===== src/rtl/branch_resolve_ctrl.sv =====
// branch_resolve_ctrl: resolves EX-stage conditional branches by borrowing the
// shared ALU for the compare, then checks the outcome against the prediction.
// Ports: i_br_valid/o_br_ready accept a branch op (func3, pc, imm, rs1, rs2,
//   prediction); o_alu_req/i_alu_gnt/o_alu_op/o_alu_a/o_alu_b request the ALU;
//   i_alu_valid/i_alu_result return the compare; o_done/o_taken/o_redirect/
//   o_flush/o_redirect_pc/o_err report the resolution; i_kill squashes it.
module branch_resolve_ctrl #(
   parameter int XLEN    = 32,
   parameter int TIMEOUT = 16
) (
   input  logic            i_clk,
   input  logic            i_rst_n,
   input  logic            i_br_valid,
   output logic            o_br_ready,
   input  logic [2:0]      i_func3,
   input  logic [XLEN-1:0] i_pc,
   input  logic [XLEN-1:0] i_imm,
   input  logic [XLEN-1:0] i_rs1,
   input  logic [XLEN-1:0] i_rs2,
   input  logic            i_pred_taken,
   input  logic            i_kill,
   output logic            o_alu_req,
   input  logic            i_alu_gnt,
   output logic [1:0]      o_alu_op,
   output logic [XLEN-1:0] o_alu_a,
   output logic [XLEN-1:0] o_alu_b,
   input  logic            i_alu_valid,
   input  logic [XLEN-1:0] i_alu_result,
   output logic            o_done,
   output logic            o_taken,
   output logic            o_redirect,
   output logic            o_flush,
   output logic [XLEN-1:0] o_redirect_pc,
   output logic            o_err
);

   localparam int CW = $clog2(TIMEOUT);
   localparam logic [CW-1:0]   CNT_LAST = CW'(TIMEOUT - 1);
   localparam logic [XLEN-1:0] PC_STEP  = XLEN'(4);

   typedef enum logic [2:0] {
      S_IDLE,
      S_ARB,
      S_WAIT,
      S_RESOLVE,
      S_DRAIN
   } state_t;

   state_t          r_state;
   logic [2:0]      r_func3;
   logic [XLEN-1:0] r_pc;
   logic [XLEN-1:0] r_imm;
   logic [XLEN-1:0] r_rs1;
   logic [XLEN-1:0] r_rs2;
   logic            r_pred;
   logic [CW-1:0]   r_cnt;
   logic            r_done;
   logic            r_taken;
   logic            r_redir;
   logic            r_err;
   logic [XLEN-1:0] r_rpc;

   logic            w_legal;
   logic            w_arb;
   logic [CW-1:0]   w_cnt_inc;
   logic            w_tmo;
   logic            w_end;
   logic            w_inv;
   logic            w_taken;
   logic            w_mis;
   logic [XLEN-1:0] w_tgt;
   logic            w_unused;

   // func3 010/011 are not branches: resolved not-taken without the ALU
   assign w_legal   = (i_func3[2:1] != 2'b01);
   assign w_arb     = (r_state == S_ARB);
   assign w_cnt_inc = r_cnt + 1'b1;
   // counter runs from grant, so the last allowed cycle is TIMEOUT-1 after it
   assign w_tmo     = (w_cnt_inc == CNT_LAST);
   assign w_end     = i_alu_valid | w_tmo;
   // BNE, BLT and BLTU are taken when the EQ/GE/GEU compare is false
   assign w_inv     = r_func3[0] ^ r_func3[2];
   assign w_taken   = i_alu_valid & (i_alu_result[0] ^ w_inv);
   assign w_mis     = w_taken ^ r_pred;
   assign w_tgt     = w_taken ? r_pc + r_imm : r_pc + PC_STEP;
   assign w_unused  = ^i_alu_result[XLEN-1:1];

   assign o_br_ready = (r_state == S_IDLE);
   assign o_alu_req  = w_arb;
   assign o_alu_op   = (w_arb && r_func3[2]) ?
                       {r_func3[1], ~r_func3[1]} : 2'b00;
   assign o_alu_a    = w_arb ? r_rs1 : '0;
   assign o_alu_b    = w_arb ? r_rs2 : '0;

   // a kill during the resolve cycle squashes the registered pulses
   assign o_done        = r_done  & ~i_kill;
   assign o_taken       = r_taken & ~i_kill;
   assign o_redirect    = r_redir & ~i_kill;
   assign o_flush       = r_redir & ~i_kill;
   assign o_err         = r_err   & ~i_kill;
   assign o_redirect_pc = r_rpc;

   always_ff @(posedge i_clk or negedge i_rst_n) begin
      if (!i_rst_n) begin
         r_state <= S_IDLE;
         r_func3 <= '0;
         r_pc    <= '0;
         r_imm   <= '0;
         r_rs1   <= '0;
         r_rs2   <= '0;
         r_pred  <= 1'b0;
         r_cnt   <= '0;
         r_done  <= 1'b0;
         r_taken <= 1'b0;
         r_redir <= 1'b0;
         r_err   <= 1'b0;
         r_rpc   <= '0;
      end else begin
         r_done  <= 1'b0;
         r_taken <= 1'b0;
         r_redir <= 1'b0;
         r_err   <= 1'b0;
         r_rpc   <= '0;
         unique case (r_state)
            S_IDLE: begin
               if (i_br_valid) begin
                  r_func3 <= i_func3;
                  r_pc    <= i_pc;
                  r_imm   <= i_imm;
                  r_rs1   <= i_rs1;
                  r_rs2   <= i_rs2;
                  r_pred  <= i_pred_taken;
                  if (w_legal) begin
                     r_state <= S_ARB;
                  end else begin
                     r_state <= S_RESOLVE;
                     r_done  <= 1'b1;
                     r_redir <= i_pred_taken;
                     r_rpc   <= i_pred_taken ? i_pc + PC_STEP : '0;
                  end
               end
            end
            S_ARB: begin
               if (i_kill) begin
                  // a granted op still returns a result that must drain
                  r_state <= i_alu_gnt ? S_DRAIN : S_IDLE;
                  r_cnt   <= '0;
               end else if (i_alu_gnt) begin
                  r_state <= S_WAIT;
                  r_cnt   <= '0;
               end
            end
            S_WAIT: begin
               r_cnt <= w_cnt_inc;
               if (w_end) begin
                  if (i_kill) begin
                     // result or timeout lands this cycle: nothing to drain
                     r_state <= S_IDLE;
                  end else begin
                     r_state <= S_RESOLVE;
                     r_done  <= 1'b1;
                     r_taken <= w_taken;
                     r_err   <= ~i_alu_valid;
                     r_redir <= w_mis;
                     r_rpc   <= w_mis ? w_tgt : '0;
                  end
               end else if (i_kill) begin
                  r_state <= S_DRAIN;
               end
            end
            S_RESOLVE: begin
               r_state <= S_IDLE;
            end
            S_DRAIN: begin
               r_cnt <= w_cnt_inc;
               if (w_end) begin
                  r_state <= S_IDLE;
               end
            end
            default: begin
               r_state <= S_IDLE;
            end
         endcase
      end
   end

endmodule


===== config.mk =====
export PLATFORM = sky130hd
export DESIGN_NAME = branch_resolve_ctrl
export DESIGN_NICKNAME = d
export VERILOG_FILES = /design/src/rtl/branch_resolve_ctrl.sv
export SDC_FILE = /design/constraint.sdc
export NUM_CORES = 1
export LEC_CHECK = 0
export ABC_AREA = 1
export BUFFER_PORTS_ARGS = -buffer_cell sky130_fd_sc_hd__buf_4
export CAP_MARGIN = 20
export CORE_MARGIN = 2
export CORE_UTILIZATION = 50
export CTS_CLUSTER_DIAMETER = 40
export DETAILED_ROUTE_END_ITERATION = 10
export GPL_ROUTABILITY_DRIVEN = 0
export GPL_TIMING_DRIVEN = 0
export MAX_ROUTING_LAYER = met4
export PLACE_DENSITY_LB_ADDON = 0.05
export SYNTH_ARGS = -nofsm -noshare
export SYNTH_HDL_FRONTEND = slang
export SYNTH_SLANG_ARGS = --single-unit

===== constraint.sdc =====
create_clock -name i_clk -period 5.15 [get_ports i_clk]
set_clock_uncertainty 0.05 [all_clocks]
set_input_delay 0.515 -clock i_clk [delete_from_list [all_inputs] [get_ports i_clk]]
set_output_delay 0.515 -clock i_clk [all_outputs]
set_load 0.01 [all_outputs]

==> impl_metrics.json <==
{
  "status": "finished clean",
  "drv_cap": 0,
  "synth-seq-area-share_pct": 38.1,
  "die_y_um": 156,
  "grt_max_degree": 122,
  "synth_cell_types": 49,
  "overflow": 0,
  "synth_area_leaders": "dfrtp_1, nand2_1, inv_1",
  "r2r_slack_ns": 2.72,
  "utilization_pct": 63.4,
  "finalCriticalPeriod_ns": 2.98,
  "ir_worst_vdd_uv": 257,
  "dp_hpwl_mm": 28.8,
  "cts_max_level": 4,
  "netlist_instances": 1735,
  "drive_above_1_share_pct": 17.9,
  "diodes": 0,
  "synth_common_cells": "nand2_1, inv_1, nor2_1",
  "synthMostInstantiatedCell": "nand2_1",
  "fmax_mhz": 335,
  "worstPathArrival_ns": 2.42,
  "synth_edf_count": 0,
  "ctsRootBufferMaster": "clkbuf_16",
  "setup_tns_ns": 0,
  "yosys.area.top_type_share_pct": 38.1,
  "slew_viol_final": 0,
  "critPathKind": "flip-flop to primary output",
  "area_growth_pct": 24.6,
  "synth_seq_cells": 175,
  "finalNetCount": 2204,
  "hp-class": "input port to flip-flop",
  "boundaryPins": 275,
  "wl_per_cell_um": 15.9,
  "p_int_mw": 4.09,
  "die_x_um": 156,
  "crit_required_ns": 4.59,
  "clk_latency_ns": 0.45,
  "ant_nets": 0,
  "vias": 11791,
  "synth_nets": 1941,
  "pwr-share-seq_pct": 29.8,
  "cp-start-kind": "flip-flop",
  "setup_viol": 0,
  "pwr-share-comb_pct": 53.6,
  "reg2reg_depth": 11,
  "rows": 55,
  "async_flop_share_pct": 100,
  "cp_max_fo": 10,
  "avgSynthCellArea_sq_um": 6.62,
  "switching_share_pct": 48.8,
  "max_slew.worst_pin.slew_ns": 0.706,
  "post_cts_resized": 0,
  "routed_via_density": 5.14,
  "power_mw": 7.99,
  "grt_usage_pct": 31.7,
  "relSlewSlack_pct": 52.9,
  "synth.cell_area_sq_mm": 0.0115,
  "grt_pass1_vias": 11584,
  "crit_path_end_kind": "primary output",
  "fillerInstances": 2139,
  "tritoncts": "done",
  "dr.pass1.iters": 5,
  "power_frac_clock_pct": 16.6,
  "period_share_pct": 57.9,
  "rr_endpoint": "o_redirect_pc[16]$_DFF_PN0_",
  "rsz0062_at_grt": "no",
  "cts_buffer_depth": 2,
  "min_to": "r_imm[0]$_DFFE_PN0P_",
  "synth_top_cell_by_area": "dfrtp_1",
  "hold_ws_ns": 0.207,
  "clkSinkCount": 175,
  "clk_pin_slew_worst_paths_ns": 0.08,
  "portBuffers": 242,
  "powerDensity_mw_per_mm2": 559,
  "post_cts_buffers": 0,
  "grt_first_pass_wirelength_mm": 58.1,
  "initial_utilization_pct": 50.9,
  "hold_buffers": 1,
  "ys_dominant_reg_cell": "dfrtp_1",
  "p_switching_mw": 3.90,
  "drc": 0,
  "min_from": "i_imm[0]",
  "drt_iter0_markers": 906,
  "core_area_sq_mm": 0.0226,
  "synth_warnings": 0,
  "whs_path_depth": 3,
  "p_leak_nw": 8.06,
  "die_area_sq_mm": 0.0242,
  "cts_made_buffers": 17,
  "wirelength_mm": 36.6,
  "r2r-start": "r_pc[0]$_DFFE_PN0P_",
  "antenna_found_initial": 0,
  "hold_viol_final": 0
}
## cells by family (layout without fill, tap and decap cells)
group | after synthesis | in the layout | share of synthesized area (%)
buf+inv | 341 | 617 | 11.9
fa+ha+maj | 36 | 36 | 3.99
simple gates | 949 | 949 | 34.4
xor+xnor | 19 | 19 | 1.51
compound gates | 215 | 215 | 10.1
flops | 175 | 175 | 38.1
## area by class of cell
type	instances	area (sq um)	area share [%]
multi-input combinational	1219	5740	40.1
sequential	175	4380	30.6
timing repair buffer	244	1860	13.0
inverter	293	1100	7.72
clock buffer	17	425	2.97
tap	285	357	2.49
buffer	48	263	1.84
clock inverter	15	175	1.22
## cells in the final DEF (no fill, tap or decap), drive strengths merged, types with 13 or more instances in the layout
cell	netlist	layout
nor3	15	15
buf	27	270
xor2	14	14
ha	35	35
clkbuf	21	38
nand2	628	628
a21oi	51	51
nand4	13	13
o21ai	145	145
inv	292	297
dfrtp	175	175
nor2	193	193
nand3	88	88
## sequential cells by signal, indices dropped and copies added, names as in the netlist, 3 cells and up
register and flops:
r_pc 32, o_redirect_pc 32, r_func3 3, r_rs2 32, r_rs1 32, r_imm 32, r_cnt 4, r_state 3
## power by group through the flow
stage	Clock (mW)	Sequential, mW	Combinational (mW)
finish	1.32	2.38	4.29
detailed placement	0	2.38	4.23
global placement	0	2.36	4.14
floorplan	0	2.21	2.93
global route	1.38	2.44	4.87
CTS	1.33	2.36	4.26
## worst max-delay path, cell delays in order, from the launching register on
cell,delay (ns)
dfrtp_1,0.42
nor3_2,0.32
inv_1,0.18
clkbuf_1,0.36
clkbuf_1,0.31
nor2_1,0.21
buf_4,0.16
## metrics by stage
stage / instance area [sq um] / setup slack, ns / cells
finish: 14300 / 2.17 / 2296
global route: 14300 / 1.97 / 2296
floorplan: 11500 / 3.14 / 1735
CTS: 14300 / 2.12 / 2296
global placement: 13700 / 2.45 / 2262
detailed placement: 13700 / 2.60 / 2263
## routing by layer
| layer | GRT usage [%] | vias up | part of all wire [%] | wire [um] |
|---|---|---|---|---|
| li1 | - | 5856 | - | - |
| met1 | 39.0 | 5398 | 42 | 15200 |
| met2 | 52.9 | 463 | 48 | 17500 |
| met3 | 5.42 | 74 | 7.2 | 2630 |
| met4 | 11.4 | 0 | 3.3 | 1210 |
| met5 | - | - | 0 | 0 |
## worst max path at each step
stage | slack, ns | from | depth (start not counted) | to
3_5_place_dp | 2.60 | r_state[1]$_DFFE_PN0P_ | 6 | o_alu_b[20]
4_1_cts | 2.12 | r_state[1]$_DFFE_PN0P_ | 6 | o_alu_b[20]
5_1_grt | 1.97 | r_state[1]$_DFFE_PN0P_ | 6 | o_alu_b[20]
6_report | 2.17 | r_state[2]$_DFFE_PN0P_ | 6 | o_alu_b[20]
3_3_place_gp | 2.45 | i_rst_n | 1 | r_rs1[11]$_DFFE_PN0P_
2_1_floorplan | 3.14 | r_state[1]$_DFFE_PN0P_ | 5 | o_alu_a[12]
No activity file was read; power rests on OpenSTA's default activity.
